### src/rtl/voice_alloc_pkg.sv
// Shared build settings and sizing helpers for the voice allocator.
// Build macros: OSC_VOICES, MIDI_PAYLOAD_BITS, VOICE_AGE_BITS.
// VOICE_STEAL_EN (left undefined by default) makes a note-on with every
// voice busy take over the oldest voice instead of being dropped.

`ifndef OSC_VOICES
`define OSC_VOICES 4
`endif

`ifndef MIDI_PAYLOAD_BITS
`define MIDI_PAYLOAD_BITS 8
`endif

`ifndef VOICE_AGE_BITS
`define VOICE_AGE_BITS $clog2(`OSC_VOICES)
`endif

package voice_alloc_pkg;

    localparam int DEF_VOICES    = `OSC_VOICES;
    localparam int DEF_NOTE_BITS = `MIDI_PAYLOAD_BITS;
    localparam int DEF_AGE_BITS  = `VOICE_AGE_BITS;

    // Index width for a voice number; at least one bit even for tiny stacks.
    function automatic int idxBits(input int voices);
        return (voices > 1) ? $clog2(voices) : 1;
    endfunction

endpackage

### src/rtl/voice_find.sv
// Combinational lookup over the voice table: note match, first free voice
// and oldest enabled voice. Every search favours the lowest index.

module voice_find
    import voice_alloc_pkg::*;
#(
    parameter int VOICES    = DEF_VOICES,
    parameter int NOTE_BITS = DEF_NOTE_BITS,
    parameter int AGE_BITS  = DEF_AGE_BITS,
    parameter int IDX_BITS  = idxBits(VOICES)
) (
    input  logic [VOICES-1:0]           en,
    input  logic [VOICES*NOTE_BITS-1:0] notes,
    input  logic [VOICES*AGE_BITS-1:0]  ages,
    input  logic [NOTE_BITS-1:0]        note,
    output logic                        matchHit,
    output logic [IDX_BITS-1:0]         matchIdx,
    output logic                        freeHit,
    output logic [IDX_BITS-1:0]         freeIdx,
    output logic [IDX_BITS-1:0]         oldestIdx
);

    logic                oldestHit;
    logic [AGE_BITS-1:0] oldestAge;

    // Priority search; descending loops let the lowest index win the last write.
    always_comb begin
        matchHit  = 1'b0;
        matchIdx  = '0;
        freeHit   = 1'b0;
        freeIdx   = '0;
        oldestIdx = '0;
        oldestHit = 1'b0;
        oldestAge = '0;
        for (int v = VOICES - 1; v >= 0; v--) begin
            if (en[v] && (notes[v*NOTE_BITS +: NOTE_BITS] == note)) begin
                matchHit = 1'b1;
                matchIdx = IDX_BITS'(v);
            end
            if (!en[v]) begin
                freeHit = 1'b1;
                freeIdx = IDX_BITS'(v);
            end
        end
        // Strictly-greater compare keeps ties on the lowest index.
        for (int v = 0; v < VOICES; v++) begin
            if (en[v] && (!oldestHit || (ages[v*AGE_BITS +: AGE_BITS] > oldestAge))) begin
                oldestHit = 1'b1;
                oldestAge = ages[v*AGE_BITS +: AGE_BITS];
                oldestIdx = IDX_BITS'(v);
            end
        end
    end

endmodule

### src/rtl/voice_alloc.sv
// Polyphonic voice allocator: maps note-on/note-off strobes onto a fixed
// oscillator voice table. Every event is applied in its strobe cycle and
// shows on the outputs one clock later.
// Build option VOICE_STEAL_EN: take over the oldest voice when all voices
// are busy. Without it, that note-on is dropped and dropStrb_o pulses.

module voice_alloc
    import voice_alloc_pkg::*;
#(
    parameter int VOICES    = DEF_VOICES,
    parameter int NOTE_BITS = DEF_NOTE_BITS,
    parameter int AGE_BITS  = $clog2(VOICES)
) (
    input  logic                          clk_i,
    input  logic                          rst_i,
    input  logic [NOTE_BITS-1:0]          note_i,
    input  logic                          noteOnStrb_i,
    input  logic                          noteOffStrb_i,
    output logic [VOICES*NOTE_BITS-1:0]   voiceNote_o,
    output logic [VOICES-1:0]             voiceEn_o,
    output logic [VOICES-1:0]             voiceRetrig_o,
    output logic [$clog2(VOICES+1)-1:0]   activeCount_o,
    output logic                          dropStrb_o
);

    localparam int IDX_BITS = idxBits(VOICES);
    localparam int CNT_BITS = $clog2(VOICES + 1);
    localparam logic [AGE_BITS-1:0] AGE_MAX = AGE_BITS'(VOICES - 1);

    logic [VOICES-1:0]           enQ, enD;
    logic [VOICES*NOTE_BITS-1:0] noteQ, noteD;
    logic [VOICES*AGE_BITS-1:0]  ageQ, ageD;
    logic [VOICES-1:0]           retrigQ, retrigD;
    logic                        dropQ, dropD;
    logic [CNT_BITS-1:0]         countQ, countD;

    logic                matchHit, freeHit;
    logic [IDX_BITS-1:0] matchIdx, freeIdx, oldestIdx;
    logic                tgtHit;
    logic [IDX_BITS-1:0] tgtIdx;

    voice_find #(
        .VOICES    (VOICES),
        .NOTE_BITS (NOTE_BITS),
        .AGE_BITS  (AGE_BITS),
        .IDX_BITS  (IDX_BITS)
    ) uFind (
        .en        (enQ),
        .notes     (noteQ),
        .ages      (ageQ),
        .note      (note_i),
        .matchHit  (matchHit),
        .matchIdx  (matchIdx),
        .freeHit   (freeHit),
        .freeIdx   (freeIdx),
        .oldestIdx (oldestIdx)
    );

`ifndef VOICE_STEAL_EN
    // The oldest-voice search only matters when stealing is built in.
    logic unusedOldest;
    assign unusedOldest = ^oldestIdx;
`endif

    // Next voice table: note-on wins over a simultaneous note-off.
    always_comb begin
        enD     = enQ;
        noteD   = noteQ;
        ageD    = ageQ;
        retrigD = '0;
        dropD   = 1'b0;
        tgtHit  = 1'b0;
        tgtIdx  = '0;
        countD  = '0;

        if (noteOnStrb_i) begin
            if (matchHit) begin
                tgtHit = 1'b1;
                tgtIdx = matchIdx;
            end else if (freeHit) begin
                tgtHit = 1'b1;
                tgtIdx = freeIdx;
            end else begin
`ifdef VOICE_STEAL_EN
                tgtHit = 1'b1;
                tgtIdx = oldestIdx;
`else
                dropD  = 1'b1;
`endif
            end

            if (tgtHit) begin
                for (int v = 0; v < VOICES; v++) begin
                    if (IDX_BITS'(v) == tgtIdx) begin
                        enD[v]                          = 1'b1;
                        noteD[v*NOTE_BITS +: NOTE_BITS] = note_i;
                        ageD[v*AGE_BITS +: AGE_BITS]    = '0;
                        retrigD[v]                      = 1'b1;
                    end else if (enQ[v] && (ageQ[v*AGE_BITS +: AGE_BITS] != AGE_MAX)) begin
                        ageD[v*AGE_BITS +: AGE_BITS] = ageQ[v*AGE_BITS +: AGE_BITS] + 1'b1;
                    end
                end
            end
        end else if (noteOffStrb_i && matchHit) begin
            enD[matchIdx] = 1'b0;
        end

        for (int v = 0; v < VOICES; v++) begin
            countD = countD + CNT_BITS'(enD[v]);
        end
    end

    // Voice table and output registers; reset clears everything at once.
    always_ff @(posedge clk_i or posedge rst_i) begin
        if (rst_i) begin
            enQ     <= '0;
            noteQ   <= '0;
            ageQ    <= '0;
            retrigQ <= '0;
            dropQ   <= 1'b0;
            countQ  <= '0;
        end else begin
            enQ     <= enD;
            noteQ   <= noteD;
            ageQ    <= ageD;
            retrigQ <= retrigD;
            dropQ   <= dropD;
            countQ  <= countD;
        end
    end

    assign voiceNote_o   = noteQ;
    assign voiceEn_o     = enQ;
    assign voiceRetrig_o = retrigQ;
    assign activeCount_o = countQ;
    assign dropStrb_o    = dropQ;

endmodule

### config.mk
export PLATFORM = sky130hd
export DESIGN_NAME = voice_alloc
export DESIGN_NICKNAME = d
export VERILOG_FILES = /design/src/rtl/voice_alloc_pkg.sv /design/src/rtl/voice_find.sv /design/src/rtl/voice_alloc.sv
export SDC_FILE = /design/constraint.sdc
export NUM_CORES = 1
export LEC_CHECK = 0
export CAP_MARGIN = 20
export CORE_ASPECT_RATIO = 0.6
export CORE_MARGIN = 4
export CORE_UTILIZATION = 52
export DETAILED_ROUTE_END_ITERATION = 6
export HOLD_SLACK_MARGIN = 0.06
export PLACE_DENSITY_LB_ADDON = 0.15
export SYNTH_ARGS = -nofsm -noshare
export SYNTH_HDL_FRONTEND = slang
export SYNTH_SLANG_ARGS = --single-unit
### constraint.sdc
create_clock -name clk_i -period 4.55 [get_ports clk_i]
set_input_delay 0.455 -clock clk_i [delete_from_list [all_inputs] [get_ports clk_i]]
set_output_delay 0.455 -clock clk_i [all_outputs]
set_load 0.02 [all_outputs]
==> results.tsv <==
stage	metric	value	unit
drt	drt-total-wl	4.85	mm
critical_path	start_kind	input port	
yosys	syn-cell-area	0.00219	mm²
power	peakVddDrop	455	µV
yosys	synth_area_leaders	dfrtp_1 (50%), mux2_2 (16%), xnor2_1 (13%), buf_4 (2.7%), nand3_1 (1.4%)	
global_route	overflow	0	
critical_path	cp-end-kind	flip-flop	
clock_network	ctsHoldBuffers	0	
yosys	ys_seq_elements	44	
critical_path	regToRegSetupSlack	1.42	ns
yosys	synth-adder-area-share	2.06	%
critical_path	required	4.74	ns
clock_network	cts_resized	0	
floorplan	fp.coreArea	0.00385	mm²
critical_path	reg2regPathDepth	9	
critical_path	cp.buffers_inverters	1	
power	power.internal	1.26	mW
yosys	synth.largest_area_cell	dfrtp_1	
global_route	grt_pass1_wl	8.00	mm
yosys	synth.area.mux_share	16.5	%
sta	tns	0	ns
clock_network	clk_pin_slew	0.08	ns
placement	dp_hpwl	3.55	mm
clock_network	clock-root-buffer	clkbuf_8	
placement	gp_congestion	0.897	
sta	timing.fmax	277	MHz
layout	nets	243	
critical_path	worstPathMaxFanout	10	
critical_path	slowest_stage	clkdlybuf4s50_1	
global_route	antenna_found_initial	0	
critical_path	slowest_delay	0.73	ns
yosys	synth_top_area_share	50.3	%
yosys	synth_nets	188	
layout	most-common-layout-cells	clkdlybuf4s50_1 (55), dfrtp_1 (44), xnor2_1 (32), mux2_2 (32), nand2_1 (7)	
critical_path	critical_path_class	input port to flip-flop	
yosys	synth_warnings	0	
power	pwr-share-seq	34.8	%
drt	drc_errors	0	
placement	port_buffers	55	
run_status	status	completed	
floorplan	ios	56	
floorplan	start_util	56.8	%
sta	slew_violations	0	
layout	drive_gt1_share	20.1	%
power	p_sw	807	µW
sta	holdWs	0.558	ns
power	pwr-share-comb	52.8	%
sta	slew_headroom	53.8	%
power	switching_share	39.0	%
drt	drt-initial-drc-count	68	
sta	finalClockSkew	0.00363	ns
sta	rsz0062_at_grt	false	
yosys	synth_xor_area_share	12.8	%
yosys	synth_top_family_by_area	multiplexers	
floorplan	fp.dieW	91.7	µm
clock_network	tritoncts	built	
drt	first_pass_iters	4	
clock_network	cts_sinks	44	
yosys	synth-simple-area-share	9.73	%
sta	fin_crit_sh	79.3	%
drt	drt-vias-per-instance	5.32	
global_route	grt_max_degree	45	
critical_path	cp_common_cell	ha_1	
layout	diodes	0	
critical_path	cp.depth	10	
critical_path	crit_family	adder cells	
drt	wl_per_cell	17.0	µm
clock_network	cts_made_buffers	5	
sta	setup_viol	0	
global_route	grt_pass1_vias	1533	
sta	setup_ws	0.944	ns
yosys	synthCells	173	
layout	fillers	258	
critical_path	cp_cell_sequence	clkdlybuf4s50_1, xnor2_1, nand4_1, o31a_1, o21ai_0, nand4_2, nand2_1, fa_1, ha_1, ha_1	
placement	dp_slack	0.666	ns
floorplan	die_h	58.2	µm
layout	layout_commonest_cell	clkdlybuf4s50_1	
global_route	track_usage	19.4	%
power	p_per_area	726	mW/mm²
critical_path	worstPathArrival	3.79	ns
sta	period_minus_slack	3.61	ns
yosys	ys_seq_area_share	50.3	%
yosys	syn_avg_cell_area	12.6	µm²
power	p_clk_share	12.3	%
yosys	synth.distinct_cells	32	
min_path	holdPathStages	1	
yosys	synth_compound_area_share	4.81	%
flow_run	max-cap-violations	0	
drt	antenna_left	0	
clock_network	htreeDepth	2	
sta	finalHoldViolations	0	
power	p_leak	1.14	nW
sta	tightest_slew	0.685	ns
layout	syn2layout_area_growth	30.3	%
power	total_power	2.07	mW
clock_network	post_cts_buffers	0	
floorplan	die_area	0.00534	mm²
floorplan	rows	17	
clock_network	clkLatencyLatePin	0.30	ns
drt	vias	1521	
min_path	hp-class	flip-flop to flip-flop	
clock_network	cts_buffer_depth	2	
layout	fin_util	74.0	%
==> path summary, 6_finish.rpt <==
kind                            startpoint                to
setup reg to reg           voiceNote_o[27]  activeCount_o[1]
max in group asynchronous            rst_i  activeCount_o[2]
min in group asynchronous            rst_i   voiceNote_o[17]
hold / removal             voiceNote_o[18]   voiceNote_o[18]
setup / recovery                 note_i[3]  activeCount_o[1]
hold reg to reg            voiceNote_o[18]   voiceNote_o[18]
==> per-stage QoR <==
stage	area, µm²	instances
global route	2850	286
global placement	2760	278
CTS	2850	286
finish	2850	286
floorplan	2190	173
detailed placement	2760	278
==> routing by layer <==
layer,up-vias,track usage [%],wire [µm]
met2,64,29.2,2120
met5,-,0,0
li1,705,-,-
met4,0,6.34,61
met3,10,4.80,411
met1,742,27.7,2250
==> synth_stat cells <==
library cell,n
clkbuf_1,1
a21boi_0,1
o21a_1,1
ha_1,2
or3_4,1
nor3_2,1
nor3_1,4
mux2_2,32
buf_4,8
nand3b_1,1
or3_1,3
nand2b_1,1
nor2_1,3
dfrtp_1,44
nand2_1,7
nor4_4,1
nor4_1,1
a21oi_1,2
o311ai_0,1
nand3_1,6
o211ai_2,1
inv_1,5
nand4_1,4
fa_1,1
a21o_1,1
nand4_2,1
xnor2_1,32
a211oi_4,1
nor2b_1,1
o31ai_1,1
o21ai_0,3
o31a_1,1
==> logic make-up after synthesis <==
kind of cell               count (synthesis)
adders and majority gates                  3
AOI/OAI and AO/OA                         13
DFF                                       44
xor gates and xnor gates                  32
and+or+nand+nor                           35
muxes                                     32
buffers and inverters                     14
==> power by group through the flow <==
stage	Clock [mW]	Combinational [mW]	Sequential, mW
floorplan	0	0.431	0.920
global placement	0	1.08	0.719
detailed placement	0	1.10	0.728
CTS	0.259	1.11	0.722
global route	0.276	1.17	0.750
finish	0.256	1.09	0.721
==> final cells by class <==
class / count / area [µm²] / area share [%]
Clock buffer: 8 / 90.1 / 3.16
Inverter: 5 / 18.8 / 0.658
Multi-Input combinational cell: 115 / 1000 / 35.2
Sequential cell: 44 / 1100 / 38.6
Tap cell: 57 / 71.3 / 2.50
Timing Repair Buffer: 57 / 566 / 19.8
==> flip-flops by register name (all words and copies together) (netlist names) <==
name           flops
activeCount_o      3
voiceRetrig_o      4
voiceEn_o          4
voiceNote_o       32
dropStrb_o         1
Note: power is estimated with default switching activity, not from simulation.
